$ cat config.mk
export PLATFORM = sky130hd
export DESIGN_NAME = ou_display_flat
export DESIGN_NICKNAME = d
export VERILOG_FILES = /design/src/rtl/ou_display_if.sv /design/src/rtl/ou_display.sv /design/src/flat_wrapper.sv
export SDC_FILE = /design/constraint.sdc
export NUM_CORES = 1
export LEC_CHECK = 0
export ABC_AREA = 1
export CAP_MARGIN = 10
export CORE_AREA = 2 2 85 87
export CTS_CLUSTER_DIAMETER = 200
export DETAILED_ROUTE_END_ITERATION = 16
export DIE_AREA = 0 0 87 89
export GPL_TIMING_DRIVEN = 0
export PLACE_DENSITY = 0.79
export SLEW_MARGIN = 20
export SYNTH_ARGS = -nofsm -noshare
export SYNTH_HDL_FRONTEND = slang
export SYNTH_SLANG_ARGS = --single-unit
$ cat constraint.sdc
create_clock -name CLK -period 4.1 [get_ports CLK]
set_input_delay 0.82 -clock CLK [delete_from_list [all_inputs] [get_ports CLK]]
set_output_delay 0.82 -clock CLK [all_outputs]
set_load 0.1 [all_outputs]
$ cat src/rtl/ou_display_if.sv
// ou_display_if: display-unit bus; master drives load/value and receives busy/seg/an, slave is ou_display
interface ou_display_if #(
  parameter int W = 8,
  parameter int DIGITS = 4
);
  logic              load;
  logic [W-1:0]      value;
  logic              busy;
  logic [6:0]        seg;
  logic [DIGITS-1:0] an;
  modport master(output load, value, input busy, seg, an);
  modport slave(input load, value, output busy, seg, an);
endinterface

$ cat src/rtl/ou_display.sv
// ou_display: captures a signed result on load, converts |value| to BCD (shift-add-3) and scans a common-anode 7-seg display; ports CLK, CLR (async active-low), bus.load/value in, bus.busy/seg/an out; LZB_EN enables leading-zero blanking
module ou_display #(
  parameter int W = 8,
  parameter int DIGITS = 4,
  parameter int PRESCALE = 50000
) (
  input logic         CLK,
  input logic         CLR,
  ou_display_if.slave bus
);
  localparam int BW = 4 * (DIGITS - 1);
  localparam int CW = W > 1 ? $clog2(W) : 1;
  localparam int PW = PRESCALE > 1 ? $clog2(PRESCALE) : 1;
  localparam int IW = DIGITS > 1 ? $clog2(DIGITS) : 1;
  localparam logic [6:0] BLANK = 7'h7F;
  localparam logic [6:0] DASH = 7'b0111111;
  localparam logic [6:0] ZERO = 7'b1000000;
  typedef enum logic [1:0] {IDLE, CONVERT, COMMIT} state_t;
  state_t            r_state;
  logic              r_busy, r_wsign, r_sign;
  logic [W-1:0]      r_mag, w_mag;
  logic [BW-1:0]     r_bcd, r_disp, w_adj;
  logic [CW-1:0]     r_cnt;
  logic [PW-1:0]     r_pre;
  logic [IW-1:0]     r_idx, w_nidx;
  logic [DIGITS-1:0] r_an;
  logic [6:0]        r_seg, w_seg;
  logic              w_wrap;

  function automatic logic [6:0] glyph(input logic [3:0] n);
    case (n)
      4'd0: glyph = 7'b1000000;
      4'd1: glyph = 7'b1111001;
      4'd2: glyph = 7'b0100100;
      4'd3: glyph = 7'b0110000;
      4'd4: glyph = 7'b0011001;
      4'd5: glyph = 7'b0010010;
      4'd6: glyph = 7'b0000010;
      4'd7: glyph = 7'b1111000;
      4'd8: glyph = 7'b0000000;
      4'd9: glyph = 7'b0010000;
      default: glyph = BLANK;
    endcase
  endfunction

  // -2^(W-1) negates to itself, which read as unsigned is the correct magnitude
  assign w_mag = bus.value[W-1] ? ~bus.value + 1'b1 : bus.value;

  always_comb begin
    w_adj = r_bcd;
    for (int i = 0; i < DIGITS - 1; i++)
      if (r_bcd[4*i +: 4] >= 4'd5) w_adj[4*i +: 4] = r_bcd[4*i +: 4] + 4'd3;
  end

  always_ff @(posedge CLK or negedge CLR)
    if (!CLR) begin
      r_state <= IDLE;
      r_busy  <= 1'b0;
      r_wsign <= 1'b0;
      r_sign  <= 1'b0;
      r_mag   <= '0;
      r_bcd   <= '0;
      r_disp  <= '0;
      r_cnt   <= '0;
    end else
      case (r_state)
        IDLE:
          if (bus.load) begin
            r_wsign <= bus.value[W-1] && |w_mag;
            r_mag   <= w_mag;
            r_bcd   <= '0;
            r_cnt   <= '0;
            r_busy  <= 1'b1;
            r_state <= CONVERT;
          end
        CONVERT: begin
          {r_bcd, r_mag} <= {w_adj[BW-2:0], r_mag, 1'b0};
          r_cnt <= r_cnt + 1'b1;
          if (r_cnt == CW'(W - 1)) r_state <= COMMIT;
        end
        COMMIT: begin
          r_disp  <= r_bcd;
          r_sign  <= r_wsign;
          r_busy  <= 1'b0;
          r_state <= IDLE;
        end
        default: r_state <= IDLE;
      endcase

  assign w_wrap = r_pre == PW'(PRESCALE - 1);
  assign w_nidx = r_idx == IW'(DIGITS - 1) ? '0 : r_idx + 1'b1;

  // segment pattern for the digit about to be enabled
  always_comb begin
    w_seg = r_sign ? DASH : BLANK;
    for (int i = 0; i < DIGITS - 1; i++)
      if (w_nidx == IW'(i))
`ifdef LZB_EN
        w_seg = (i > 0 && ~|(r_disp >> (4 * i))) ? BLANK : glyph(r_disp[4*i +: 4]);
`else
        w_seg = glyph(r_disp[4*i +: 4]);
`endif
  end

  always_ff @(posedge CLK or negedge CLR)
    if (!CLR) begin
      r_pre <= '0;
      r_idx <= '0;
      r_an  <= ~DIGITS'(1);
      r_seg <= ZERO;
    end else if (w_wrap) begin
      r_pre <= '0;
      r_idx <= w_nidx;
      r_an  <= ~(DIGITS'(1) << w_nidx);
      r_seg <= w_seg;
    end else
      r_pre <= r_pre + 1'b1;

  assign bus.busy = r_busy;
  assign bus.seg  = r_seg;
  assign bus.an   = r_an;
endmodule

$ cat src/flat_wrapper.sv
// flat-port wrapper written by rule: the top's interface ports become plain ports
module ou_display_flat 
#(
  parameter int W = 8,
  parameter int DIGITS = 4,
  parameter int PRESCALE = 50000
)
  (CLK, CLR, bus_load, bus_value, bus_busy, bus_seg, bus_an);
  ou_display_if #(.W(W), .DIGITS(DIGITS)) bus_i ();
  input logic CLK;
  input logic CLR;
  input wire logic [$bits(bus_i.load)-1:0] bus_load;
  input wire logic [$bits(bus_i.value)-1:0] bus_value;
  output wire logic [$bits(bus_i.busy)-1:0] bus_busy;
  output wire logic [$bits(bus_i.seg)-1:0] bus_seg;
  output wire logic [$bits(bus_i.an)-1:0] bus_an;
  assign bus_i.load = bus_load;
  assign bus_i.value = bus_value;
  assign bus_busy = bus_i.busy;
  assign bus_seg = bus_i.seg;
  assign bus_an = bus_i.an;
  ou_display #(.W(W), .DIGITS(DIGITS), .PRESCALE(PRESCALE)) u_core (.CLK(CLK), .CLR(CLR), .bus(bus_i));
endmodule
==> impl_metrics.json <==
{
  "status": "complete, no violations",
  "cts_hold_repair.buffers": 0,
  "cts_post_setup_buffers_inserted": 0,
  "synth.area.top_cells": "dfrtp_1 41%, nand2_1 11%, ha_1 9.1%",
  "yosysTopAreaCell": "dfrtp_1",
  "flip_flop_and_latch_count_after_synthesis": 69,
  "detailed_place_hpwl_mm": 5.901,
  "antenna_violating_nets_post_route": 0,
  "totalWireLength_mm": 7.847,
  "initial_utilization": 0.5916,
  "maxClockFrequency_ghz": 0.3549,
  "post_route_cells_drive_above_1_share": 0.09683,
  "grt_antenna_before_repair": 0,
  "initialDrtViolationCount": 185,
  "synth-main-ff-cell": "dfrtp_1",
  "ys_warn_count": 0,
  "worst_skew_pair.late_latency_ps": 340,
  "post-route-period-util": 0.6873,
  "placement.io_buffers": 22,
  "path_buf_inv": 1,
  "hold_viol_final": 0,
  "fin_crit_ps": 2818,
  "worst_setup_path_end_kind": "primary output",
  "critPathMaxStageDelay_ps": 1120,
  "max-cap-violations": 0,
  "tritoncts": "built",
  "post_cts.resized_instances": 0,
  "clock_tree.htree_level_count": 3,
  "r2r_cells": 8,
  "netlist_area_sq_um": 3975,
  "grt_max_degree": 42,
  "synth.distinct_cells": 37,
  "design.portCount": 23,
  "final-setup-viol-count": 0,
  "syn_avg_cell_area_sq_um": 7.982,
  "worstSetupStartpoint": "u_core.bus.an[2]",
  "rsz0062_at_grt": "false",
  "drt-wirelength-per-cell_microns": 12.72,
  "number_of_enable_type_register_cells_in_the_synthesized_netlist": 0,
  "post_place_setup_slack_ps": 1645,
  "core_region_area_sq_um": 6719,
  "fillers": 557,
  "num_antenna_cells": 0,
  "worst_slack_ps": 1282,
  "p_leak_uw": 0.002221,
  "worst_ep_arrival_time_ps": 2000,
  "report.final.slew_viol_count": 0,
  "synth.top_cell.area_share": 0.4092,
  "postSynthNetCount": 538,
  "fin_setup_tns_ps": 0,
  "timing.critical_path.from_type": "flip-flop",
  "synthArstFlopShare": 1.000,
  "drt_drc": 0,
  "commonest_non_fill_non_tap_cell_in_the_layout": "nand2_1",
  "most-common-layout-cells": "120 x nand2_1, 65 x dfrtp_1, 64 x inv_1, 61 x o21ai_0, 31 x nor2_1",
  "sequential_to_total_area_share_from_yosys_stat": 0.4356,
  "nNetsFinal": 572,
  "first_global_vias": 3268,
  "timing.critical_path.depth": 1,
  "floorplan.die.width_microns": 87,
  "ff2ff_setup_slack_ps": 2470,
  "worst_hold_margin_ps": 392.3,
  "grt_use_total": 0.2175,
  "worstSetupEndpoint": "bus_an[2]",
  "slew-limit-headroom": 0.3478,
  "sum_of_internal_switching_and_leakage_power_uw": 2551,
  "worst-slew-pin-transition_ps": 975.2,
  "design.die.area_sq_um": 7743,
  "crit_required_ps": 3280,
  "crit_family": "buffers and inverters",
  "cpMaxStageDelayCell": "clkdlybuf4s50_1",
  "ctsRootBufferMaster": "clkbuf_8",
  "globalRouteOverflowTotal": 0,
  "fin_skew_ps": 10.11,
  "worstPathMaxFanout": 2,
  "r2r-end": "u_core.bus.seg[2]",
  "cts.path.max_buffers": 2,
  "route.vias.total": 3336,
  "timing_worst_setup_path_type": "flip-flop to primary output",
  "drt-vias-per-instance": 5.407,
  "vdd_ir_drop_max_mv": 0.3312,
  "area_growth_from_synthesis_to_layout_pct": 13.82,
  "floorplan.rows": 30,
  "hold_class": "input pin to asynchronous set/reset pin",
  "die_y_microns": 89,
  "pwrdens_nw_per_um2": 563.9,
  "gpl.final_weighted_congestion": 0.9115,
  "crit_path_cell_trace": "clkdlybuf4s50_1",
  "inserted_clock_buffers": 9,
  "wire_length_of_the_first_global_routing_pass_mm": 13.46,
  "firstDrtPassIters": 5,
  "register_clock_pin_slew_on_the_reported_worst_setup_and_hold_paths_ps": 70,
  "syn-instance-count": 498,
  "cts_sinks": 69,
  "worst_r2r_startpoint": "u_core.r_idx[0]"
}
worst min-delay path by stage:
stage | startpoint | end | slack, ps | cells after the start
after floorplan | u_core.r_pre[0] | u_core.r_pre[0] | 430 | 1
after global placement | u_core.r_pre[0] | u_core.r_pre[0] | 450 | 1
after detailed placement | u_core.r_pre[0] | u_core.r_pre[0] | 460 | 1
after CTS | CLR | u_core.r_disp[8] | 400 | 1
after global routing | CLR | u_core.r_disp[8] | 410 | 1
final | CLR | u_core.r_idx[1] | 390 | 1
report_power, final:
group / leakage [uW] / total, uW / switching [uW] / internal, uW
registers: 0.000871 / 1000 / 149 / 855
clock network: 0.000106 / 582 / 252 / 330
logic: 0.00124 / 965 / 603 / 362
total: 0.00222 / 2550 / 1000 / 1550
stage by stage:
| step | cell area (sq um) | std cells | utilization |
|---|---|---|---|
| 2_1_floorplan | 3975 | 498 | - |
| 3_3_place_gp | 4295 | 600 | 0.6393 |
| 3_5_place_dp | 4313 | 601 | 0.6419 |
| 4_1_cts | 4524 | 617 | 0.6734 |
| 6_report | 4524 | 617 | 0.6734 |
| 5_1_grt | 4524 | 617 | 0.6734 |
Yosys cell counts, types with 2 or more instances:
master and number:
nand3_1 25, buf_2 6, nand2_1 120, inv_1 64, clkbuf_1 2, or2_2 4
dfstp_2 4, nand3_2 2, nor3_1 7, a31oi_1 2, o211ai_1 4, nor2_1 31
o21ai_1 4, dfrtp_1 65, xor2_1 8, a21oi_1 19, nand3b_1 2, o22ai_1 3
nand4_1 5, o21ai_0 61, a21oi_2 2, nor2_2 5, a22o_1 2, inv_2 6
ha_1 29, a22oi_1 5
flip-flops by register name (all words and copies together) (netlist names), 2 cells and up:
name,count
u_core.r_pre,16
u_core.r_bcd,12
u_core.r_disp,12
u_core.r_mag,8
u_core.bus.seg,7
u_core.bus.an,4
u_core.r_cnt,3
u_core.r_idx,2
u_core.r_state,2
cell type report:
| type | instances | area, sq um | area share |
|---|---|---|---|
| multi-input cells | 349 | 1924 | 0.4253 |
| flip-flops and latches | 69 | 1732 | 0.3827 |
| inverters | 70 | 262.8 | 0.05808 |
| repair buffers | 23 | 237.7 | 0.05254 |
| clock buffers | 13 | 168.9 | 0.03733 |
| well taps | 80 | 100.1 | 0.02212 |
| plain buffers | 10 | 56.30 | 0.01244 |
| clock inverters | 3 | 42.54 | 0.009403 |
cell families (layout without fill, tap and decap cells):
logic type | count (synthesis) | after routing | synth area share
AND/OR/NAND/NOR | 206 | 206 | 0.2279
adder cells (fa/ha/maj) | 29 | 29 | 0.09128
AO/OA/AOI/OAI | 106 | 106 | 0.1473
XOR/XNOR | 8 | 8 | 0.01763
buffers and inverters | 80 | 119 | 0.08027
flip-flops | 69 | 69 | 0.4356
routing by layer:
metal,wire length [microns],vias to the layer above,part of all wire,GRT usage
li1,-,1684,-,-
met1,3476,1565,0.44,0.2516
met2,3939,74,0.50,0.3914
met3,287,13,0.037,0.04247
met4,145,0,0.018,0.09659
met5,0,-,0,0
Power figures use the tool's default switching activity.
